==> config.mk <==
export PLATFORM = sky130hd
export DESIGN_NAME = seg7_scan_decoder
export DESIGN_NICKNAME = d
export VERILOG_FILES = /design/src/rtl/seg7_pkg.sv /design/src/rtl/seg7_pattern_decode.sv /design/src/rtl/seg7_scan_decoder.sv
export SDC_FILE = /design/constraint.sdc
export NUM_CORES = 1
export LEC_CHECK = 0
export BUFFER_PORTS_ARGS = -buffer_cell sky130_fd_sc_hd__buf_2
export CAP_MARGIN = 25
export CORE_MARGIN = 2
export CORE_UTILIZATION = 30
export CTS_BUF_LIST = sky130_fd_sc_hd__clkbuf_8
export DETAILED_ROUTE_END_ITERATION = 10
export SETUP_SLACK_MARGIN = 0.02
export SLEW_MARGIN = 20
export SYNTH_ARGS = -nofsm -noshare
export SYNTH_HDL_FRONTEND = slang
export SYNTH_SLANG_ARGS = --single-unit
==> constraint.sdc <==
create_clock -name clk -period 5.46 [get_ports clk]
set_input_delay 0.546 -clock clk [delete_from_list [all_inputs] [get_ports clk]]
set_output_delay 0.546 -clock clk [all_outputs]
set_load 0.01 [all_outputs]
==> src/rtl/seg7_pkg.sv <==
// seg7_pkg: shared constants, segment code table and FSM states for the 7-segment scan decoder
package seg7_pkg;
   localparam logic SEG_ACTIVE_LOW = 1'b1;
   localparam logic [6:0] SEG_CODE [10] = '{
      7'b0000001, 7'b1001111, 7'b0010010, 7'b0000110, 7'b1001100,
      7'b0100100, 7'b0100000, 7'b0001111, 7'b0000000, 7'b0000100
   };
   localparam logic [3:0] AN_D0    = 4'b1110;
   localparam logic [3:0] AN_D1    = 4'b1101;
   localparam logic [3:0] AN_D2    = 4'b1011;
   localparam logic [3:0] AN_D3    = 4'b0111;
   localparam logic [3:0] AN_BLANK = 4'b1111;
   typedef enum logic [1:0] {IDLE, SETTLE, SAMPLE, HOLD} state_e;
endpackage

==> src/rtl/seg7_pattern_decode.sv <==
// seg7_pattern_decode: maps a segment pattern to its BCD digit, hit=0 when not in the table
module seg7_pattern_decode
   import seg7_pkg::*;
(
   input  logic [6:0] y,
   output logic       hit,
   output logic [3:0] bcd
);
   logic [6:0] pat;
   always_comb begin
      pat = SEG_ACTIVE_LOW ? y : ~y;
      hit = 1'b0;
      bcd = 4'd0;
      for (int i = 0; i < 10; i++)
         if (pat == SEG_CODE[i]) begin
            hit = 1'b1;
            bcd = 4'(i);
         end
   end
endmodule

==> src/rtl/seg7_scan_decoder.sv <==
// seg7_scan_decoder: rebuilds four BCD digits from scanned anode/segment lines and flags scan faults
module seg7_scan_decoder
   import seg7_pkg::*;
#(
   parameter int SETTLE_CYCLES = 4,
   parameter int STALL_CYCLES  = 400000,
   parameter int CNT_W         = 20
) (
   input  logic        clk,
   input  logic        rstn,
   input  logic [6:0]  y,
   input  logic [3:0]  Anode_Activate,
   output logic [15:0] digits,
   output logic [3:0]  digit_valid,
   output logic        frame_valid,
   output logic [15:0] frame_digits,
   output logic        seg_error,
   output logic        anode_error,
   output logic        scan_stall
);
   logic [3:0] an_q, an_p_q, valid_q, valid_d, fresh_q, fresh_d, bcd, sel;
   logic [6:0] y_q, y_p_q;
   logic [15:0] digits_q, digits_d, frame_digits_q, frame_digits_d;
   logic [CNT_W-1:0] set_cnt_q, set_cnt_d, stall_cnt_q, stall_cnt_d;
   logic frame_q, frame_d, seg_err_q, seg_err_d, an_err_q, an_err_d;
   logic an_chg, chg, smp, one, hit;
   state_e state_q, state_d;

   seg7_pattern_decode u_dec (.y(y_q), .hit(hit), .bcd(bcd));

   always_comb begin
      an_chg = an_q != an_p_q;
      chg = an_chg || (y_q != y_p_q);
      sel = ~an_q;
      one = $onehot(sel);
      state_d = state_q;
      set_cnt_d = '0;
      if (chg) state_d = SETTLE;
      else if (state_q == SETTLE) begin
         state_d = (set_cnt_q == CNT_W'(SETTLE_CYCLES - 1)) ? SAMPLE : SETTLE;
         set_cnt_d = set_cnt_q + CNT_W'(1);
      end else if (state_q == SAMPLE) state_d = HOLD;
      // a change landing in the SAMPLE cycle means the value was not settled after all
      smp = (state_q == SAMPLE) && !chg;
      stall_cnt_d = an_chg ? '0 :
                    (stall_cnt_q == CNT_W'(STALL_CYCLES)) ? stall_cnt_q : stall_cnt_q + CNT_W'(1);
      frame_d = fresh_q == 4'hF;
      frame_digits_d = frame_d ? digits_q : frame_digits_q;
      fresh_d = frame_d ? 4'h0 : fresh_q;
      digits_d = digits_q;
      valid_d = valid_q;
      seg_err_d = smp && one && !hit;
      an_err_d = smp && !one && (an_q != AN_BLANK);
      for (int k = 0; k < 4; k++)
         if (smp && one && sel[k]) begin
            digits_d[4*k +: 4] = hit ? bcd : digits_q[4*k +: 4];
            valid_d[k] = hit;
            fresh_d[k] = hit;
         end
   end

   always_ff @(posedge clk)
      if (!rstn) begin
         an_q <= '0;
         an_p_q <= '0;
         y_q <= '0;
         y_p_q <= '0;
         state_q <= IDLE;
         set_cnt_q <= '0;
         stall_cnt_q <= '0;
         digits_q <= '0;
         valid_q <= '0;
         fresh_q <= '0;
         frame_q <= 1'b0;
         frame_digits_q <= '0;
         seg_err_q <= 1'b0;
         an_err_q <= 1'b0;
      end else begin
         an_q <= Anode_Activate;
         an_p_q <= an_q;
         y_q <= y;
         y_p_q <= y_q;
         state_q <= state_d;
         set_cnt_q <= set_cnt_d;
         stall_cnt_q <= stall_cnt_d;
         digits_q <= digits_d;
         valid_q <= valid_d;
         fresh_q <= fresh_d;
         frame_q <= frame_d;
         frame_digits_q <= frame_digits_d;
         seg_err_q <= seg_err_d;
         an_err_q <= an_err_d;
      end

   assign digits = digits_q;
   assign digit_valid = valid_q;
   assign frame_valid = frame_q;
   assign frame_digits = frame_digits_q;
   assign seg_error = seg_err_q;
   assign anode_error = an_err_q;
   assign scan_stall = stall_cnt_q == CNT_W'(STALL_CYCLES);
endmodule

==> run_results.csv, run 1 <==
group,metric,value,unit
run_status,status,"finished clean",
clock_network,cts_buffers,9,
layout,drive_above_1_share,15.1,%
placement,place.detailed.hpwl,6830,um
logic_synthesis,seq_area_frac_synth,46.9,%
route,firstDrtPassIters,4,
floorplan,die_y,127,um
clock_network,cts.clk_slew.worst_paths,110,ps
route,initialDrtViolationCount,168,
power,peakVddDrop,0.186,mV
logic_synthesis,synth.top_cell.area_share,46.9,%
floorplan,placementRows,45,
logic_synthesis,syn_area_per_cell,9.30,um^2
global_route,grt_pass1_wl,16200,um
global_route,overflow,0,
critical_path,end_kind,"register",
timing,tightestPinTransition,805,ps
clock_network,cts_tree,"yes",
layout,n_antenna_cell,0,
logic_synthesis,ys_seq_elements,107,
logic_synthesis,yosys_warnings,0,
timing,period_needed,3220,ps
power,p_per_area,256,mW/mm^2
clock_network,clk_latency,380,ps
timing,final-setup-viol-count,0,
timing,relSlewSlack,46.3,%
timing,rsz0062_at_grt,"no",
floorplan,die_w,127,um
timing,fin_crit_sh,59.0,%
layout,final_nets,553,
route,ant_nets,0,
route,vias,3480,
logic_synthesis,synth_top_family_by_area,"simple AND/OR/NAND/NOR gates",
floorplan,initial_core_util,30.4,%
critical_path,cp.required,5770,ps
global_route,gr-usage-all-layers,12.3,%
critical_path,crit_path_start_kind,"register",
logic_synthesis,synth_compound_gate_area_share,10.1,%
global_route,grt_max_degree,51,
timing,fin_skew,16.5,ps
critical_path,cp.arrival,3540,ps
clock_network,cts_sinks,107,
clock_network,htreeDepth,3,
floorplan,ios,53,
logic_synthesis,netlist_top_cells_area,"dfxtp_1 47%, nand2_1 5.8%, xor2_1 5.6%, nor2_1 4.1%, xnor2_1 3.5%",
clock_network,cts.path.max_buffers,2,
timing,maxSlewViolCount,0,
power,p_seq_share,61.1,%
power,clockPowerShare,34.1,%
timing,setup_tns,0,ps
hold_path,hold_class,"in2reg",
layout,syn2layout_area_growth,12.5,%
timing,finalHoldViolCount,0,
floorplan,dieArea,0.0162,mm^2
logic_synthesis,async_flop_share,0,%
route,drc_errors,0,
logic_synthesis,yosysTopAreaCell,"dfxtp_1",
logic_synthesis,ys_types,45,
logic_synthesis,synthXorXnorAreaFrac,9.02,%
power,combPwrFrac,4.9,%
power,swShare,25.2,%
layout,layout_commonest_cell,"dfxtp_1",
clock_network,cts_resized,0,
layout,final_cell_mix,"107 x dfxtp_1, 70 x nand2_1, 52 x buf_2, 50 x nor2_1, 29 x xor2_1",
logic_synthesis,syn_inst,491,
route,drt-total-wl,9690,um
logic_synthesis,synth_area,0.00456,mm^2
logic_synthesis,synth.mux.area_fraction,2.63,%
flow_run,drv_cap,0,
clock_network,postCtsSetupBuffers,0,
power,p_leak,0.00186,uW
route,wl_per_cell,13.4,um
logic_synthesis,synthSimpleGateAreaFrac,25.4,%
global_route,grt_pass1_vias,3406,
clock_network,cts_hold_buf,0,
timing,fmaxAchievable,310,MHz
critical_path,path_class,"reg2reg",
logic_synthesis,synthFlopType,"dfxtp_1",
route,vias_per_cell,4.81,
logic_synthesis,syn_nets,513,
power,p_switching,331,uW
placement,numPortBuffers,52,
floorplan,coreArea,0.0150,mm^2
global_route,grt_antenna_before_repair,0,
logic_synthesis,synth_edf_count,0,
clock_network,root_buffer,"clkbuf_8",
critical_path,path_max_fanout,12,
placement,gp_congestion,0.814,
power,p_int,983,uW
layout,postLayoutCoreUtil,34.2,%
logic_synthesis,synth_fa_ha_area_share,2.63,%
## final timing paths
kind,from,to,slack [ps],depth (start not counted)
worst max-delay path,an_q[0],digits[0],2240,8
worst min-delay path,y[4],y_q[4],360,2
worst max register to register,an_q[0],digits[0],2240,8
worst min register to register,set_cnt_q[0],set_cnt_q[0],450,1
## registers in the layout, summed over array words and instances (netlist names), 4 cells and up
register / count
digits: 16
y_q: 7
set_cnt_q: 20
stall_cnt_q: 20
an_p_q: 4
fresh_q: 4
digit_valid: 4
an_q: 4
y_p_q: 7
frame_digits: 16
## power by group through the flow
stage          clock [uW]  combinational (uW)  sequential [uW]
3_3_place_gp            0                62.2              820
3_5_place_dp            0                64.5              821
6_report              448                63.8              803
5_1_grt               496                70.7              805
2_1_floorplan           0                56.1              813
4_1_cts               469                64.6              803
## per-stage QoR
stage | hold WS, ps | instance area, um^2 | setup WS, ps | instances | power (uW)
3_5_place_dp | 445 | 4950 | 2280 | 707 | 885
6_report | 362 | 5140 | 2240 | 723 | 1310
5_1_grt | 326 | 5140 | 2100 | 723 | 1370
4_1_cts | 335 | 5120 | 2260 | 722 | 1340
3_3_place_gp | 423 | 4950 | 2500 | 707 | 883
2_1_floorplan | 413 | 4560 | 2690 | 491 | 869
## logic make-up (layout without fill, tap and decap cells)
family / count (synthesis) / in the layout
multiplexers: 12 / 12
flip-flops: 107 / 107
adder cells (fa/ha/maj): 9 / 9
AND/OR/NAND/NOR: 228 / 228
AO/OA/AOI/OAI: 52 / 52
XOR/XNOR: 47 / 47
buffers and inverters: 36 / 80
## layout make-up
type                    instances  area (um^2)
fillers                      1527         9900
clock buffers                   9          124
flip-flops and latches        107         2140
inverters                      12         45.0
repair buffers                 53          272
well taps                     188          235
multi-input cells             348         2270
clock inverters                 6         50.0
## per-layer routing
| layer | part of all wire [%] | GRT usage (%) | wire length, um | vias to the layer above |
|---|---|---|---|---|
| met1 | 48 | 15.3 | 4650 | 1648 |
| met4 | 0.99 | 3.36 | 96 | 0 |
| li1 | - | - | - | 1753 |
| met2 | 46 | 20.5 | 4490 | 68 |
| met3 | 4.6 | 4.23 | 447 | 11 |
| met5 | 0 | 0 | 0 | - |
## critical path, stage by stage, from the launching register on
cell and delay [ps]:
dfxtp_1 450, fa_1 590, inv_1 50, ha_1 180, ha_1 270, nor3b_1 330, nand2_1 480, a2111oi_4 560
mux2i_1 260
## Yosys cell counts, types with 3 or more instances
| master | number |
|---|---|
| dfxtp_1 | 107 |
| nand2_1 | 70 |
| nor2_1 | 50 |
| xor2_1 | 29 |
| and2_1 | 22 |
| nand3_1 | 19 |
| a21oi_1 | 18 |
| clkbuf_1 | 18 |
| xnor2_1 | 18 |
| nor3_1 | 13 |
| inv_1 | 12 |
| mux2i_1 | 12 |
| nand4_1 | 9 |
| nor4_1 | 9 |
| ha_1 | 8 |
| o21a_1 | 8 |
| and3_1 | 7 |
| and4_1 | 6 |
| o32ai_1 | 6 |
| nor3b_1 | 5 |
| a2111oi_4 | 4 |
| o31a_1 | 4 |
| or2_2 | 4 |
| a31oi_1 | 3 |
| buf_2 | 3 |
| nand2b_1 | 3 |
| o311a_1 | 3 |
No activity file was read; power rests on OpenSTA's default activity.
==> run 2, diff against run 1 <==
--- a/config.mk
+++ b/config.mk
@@ -5,6 +5,7 @@
 export SDC_FILE = /design/constraint.sdc
 export NUM_CORES = 1
 export LEC_CHECK = 0
+export ABC_AREA = 1
 export BUFFER_PORTS_ARGS = -buffer_cell sky130_fd_sc_hd__buf_2
 export CAP_MARGIN = 25
 export CORE_MARGIN = 2
==> constraint.sdc (replaced) <==
create_clock -name clk -period 2.71 [get_ports clk]
set_input_delay 0.271 -clock clk [delete_from_list [all_inputs] [get_ports clk]]
set_output_delay 0.271 -clock clk [all_outputs]
set_load 0.01 [all_outputs]
==> run_results.csv, run 2 <==
group,metric,value,unit
route,vias_per_cell,4.35,
route,vias,3910,
timing,fmaxAchievable,418,MHz
logic_synthesis,ys_types,36,
timing,rsz0062_at_grt,"no",
logic_synthesis,netlist_top_cells_area,"dfxtp_1 46%, nand2_1 11%, inv_1 8.7%, nor2_1 7.5%, a21oi_1 5.4%",
global_route,grt_antenna_before_repair,0,
timing,final-setup-viol-count,0,
timing,finalHoldViolCount,0,
route,initialDrtViolationCount,252,
clock_network,cts_tree,"yes",
critical_path,path_class,"reg2reg",
clock_network,cts_buffers,9,
logic_synthesis,seq_area_frac_synth,46.0,%
logic_synthesis,yosysTopAreaCell,"dfxtp_1",
placement,numPortBuffers,52,
floorplan,ios,53,
power,swShare,23.9,%
route,drc_errors,0,
logic_synthesis,ys_seq_elements,107,
critical_path,cp_slowest_cell,"fa_1",
clock_network,cts.clk_slew.worst_paths,100,ps
logic_synthesis,yosysMostFrequentCell,"nand2_1",
timing,maxSlewViolCount,0,
floorplan,initial_core_util,30.6,%
floorplan,die_w,129,um
clock_network,cts_hold_buf,0,
clock_network,postCtsSetupBuffers,0,
timing,setup_tns,0,ps
power,p_switching,682,uW
critical_path,end_kind,"register",
critical_path,crit_path_start_kind,"register",
clock_network,root_buffer,"clkbuf_8",
timing,period_needed,2390,ps
critical_path,r2r_setup_slack,320,ps
route,wl_per_cell,10.5,um
logic_synthesis,yosys_warnings,0,
critical_path,r2r-end,"digits[10]",
clock_network,cts_resized,0,
route,ant_nets,0,
critical_path,cp.required,3000,ps
power,p_seq_share,56.4,%
timing,fin_crit_sh,88.3,%
layout,drive_above_1_share,13.4,%
flow_run,drv_cap,0,
placement,place.detailed.hpwl,6930,um
critical_path,startpoint,"an_q[3]",
logic_synthesis,synth.top_cell.area_share,46.0,%
layout,layout_commonest_cell,"nand2_1",
clock_network,htreeDepth,3,
power,p_per_area,531,mW/mm^2
layout,syn2layout_area_growth,15.1,%
global_route,grt_pass1_wl,15900,um
global_route,overflow,0,
critical_path,path_max_fanout,7,
critical_path,cp_common_cell,"ha_1",
power,clockPowerShare,38.3,%
logic_synthesis,async_flop_share,0,%
layout,postLayoutCoreUtil,35.2,%
critical_path,cp_num_cells,10,
clock_network,cts.path.max_buffers,2,
clock_network,clk_latency,390,ps
logic_synthesis,syn_nets,673,
placement,gp_congestion,0.780,
floorplan,die_y,129,um
critical_path,path_cells,"fa_1, inv_1, ha_1, ha_1, nor3_2, nand4_2, nor2_2, nand3_1, nand2_1, nor2_1",
layout,final_cell_mix,"141 x nand2_1, 108 x inv_1, 107 x dfxtp_1, 92 x nor2_1, 52 x buf_2",
global_route,grt_max_degree,56,
power,peakVddDrop,0.205,mV
critical_path,crit_end,"digits[10]",
logic_synthesis,synth_edf_count,0,
power,p_int,2160,uW
critical_path,r2r_start,"an_q[3]",
route,firstDrtPassIters,4,
logic_synthesis,syn_area_per_cell,7.15,um^2
floorplan,coreArea,0.0152,mm^2
logic_synthesis,synth_area,0.00465,mm^2
floorplan,placementRows,45,
global_route,grt_pass1_vias,3493,
route,drt-total-wl,9450,um
logic_synthesis,synthFlopType,"dfxtp_1",
timing,relSlewSlack,63.5,%
power,combPwrFrac,5.2,%
critical_path,cp.arrival,2690,ps
critical_path,cpPeakStageDelay,500,ps
run_status,status,"finished clean",
critical_path,path_buf_inv,1,
layout,n_antenna_cell,0,
critical_path,cpLargestDelayFamily,"adder cells",
floorplan,dieArea,0.0165,mm^2
layout,final_nets,728,
global_route,gr-usage-all-layers,12.0,%
timing,tightestPinTransition,546,ps
timing,fin_skew,15.4,ps
logic_synthesis,syn_inst,651,
clock_network,cts_sinks,107,
power,p_leak,0.00248,uW
critical_path,r2r_cells,10,
layout,reg_top3,"set_cnt_q x20, stall_cnt_q x20",
hold_path,hold_class,"in2reg",
logic_synthesis,yosys-top-cells-count,"141 x nand2_1, 108 x inv_1, 107 x dfxtp_1",
[run 2: cell types whose count changed after synthesis, moves of 9 or more]
cell	before	now
mux2i_1	12	0
inv_1	12	108
clkbuf_1	18	9
nor2_1	50	93
o21ai_0	0	28
and2_1	22	1
nand2_1	70	141
xor2_1	29	6
a21oi_1	18	50
xnor2_1	18	5
[run 2: worst min path at each step]
| stage | from | to | depth (start not counted) |
|---|---|---|---|
| 6_report | y[1] | y_q[1] | 3 |
| 5_1_grt | y[5] | y_q[5] | 3 |
| 4_1_cts | y[0] | y_q[0] | 3 |
| 3_5_place_dp | set_cnt_q[0] | set_cnt_q[0] | 1 |
| 3_3_place_gp | set_cnt_q[0] | set_cnt_q[0] | 1 |
| 2_1_floorplan | Anode_Activate[0] | an_q[0] | 2 |
[run 2: power by group through the flow]
stage	Combinational, uW	Sequential (uW)	Clock (uW)
floorplan	112	1640	0
global placement	146	1640	0
detailed placement	148	1640	0
CTS	149	1610	1130
global route	174	1610	1200
finish	149	1610	1090
[run 2: logic make-up after synthesis]
kind of cell    after synthesis  share of synthesized area (%)
flops                       107                           46.0
simple gates                316                           29.4
xor+xnor                     11                           2.07
buf+inv                     122                           10.2
fa+ha+maj                     9                           2.58
compound gates               86                           9.74
[run 2: metrics by stage]
step                      std cells  area, um^2  hold WS [ps]  power [uW]  worst slack [ps]
after floorplan                 651        4650           369        1750               332
after global placement          883        5130           452        1790               187
after detailed placement        883        5130           454        1790               109
after CTS                       899        5350          35.4        2890              97.6
after global routing            899        5360          48.2        2980               137
final                           899        5360          65.7        2850               316
[run 2: layout make-up]
type                       instances  area, um^2
fill                            1596        9850
sequential                       107        2140
multi-input combinational        422        2050
inverter                         109         409
timing repair buffer              57         298
tap                              188         235
clock buffer                       9         124
clock inverter                     7        98.8
[run 2: worst min-delay path, delay by kind of cell]
| kind | cells | cell delay (ps) |
|---|---|---|
| buffers and inverters | 2 | 110 |
| AND/OR/NAND/NOR | 1 | 40 |
[run 2: routing by layer]
| metal | vias up | GRT usage (%) | wire length, um | part of all wire [%] |
|---|---|---|---|---|
| met3 | 2 | 3.66 | 323 | 3.4 |
| met1 | 1714 | 16.2 | 4940 | 52 |
| li1 | 2147 | - | - | - |
| met2 | 47 | 18.3 | 4140 | 44 |
| met5 | - | 0 | 0 | 0 |
| met4 | 0 | 3.84 | 51 | 0.54 |
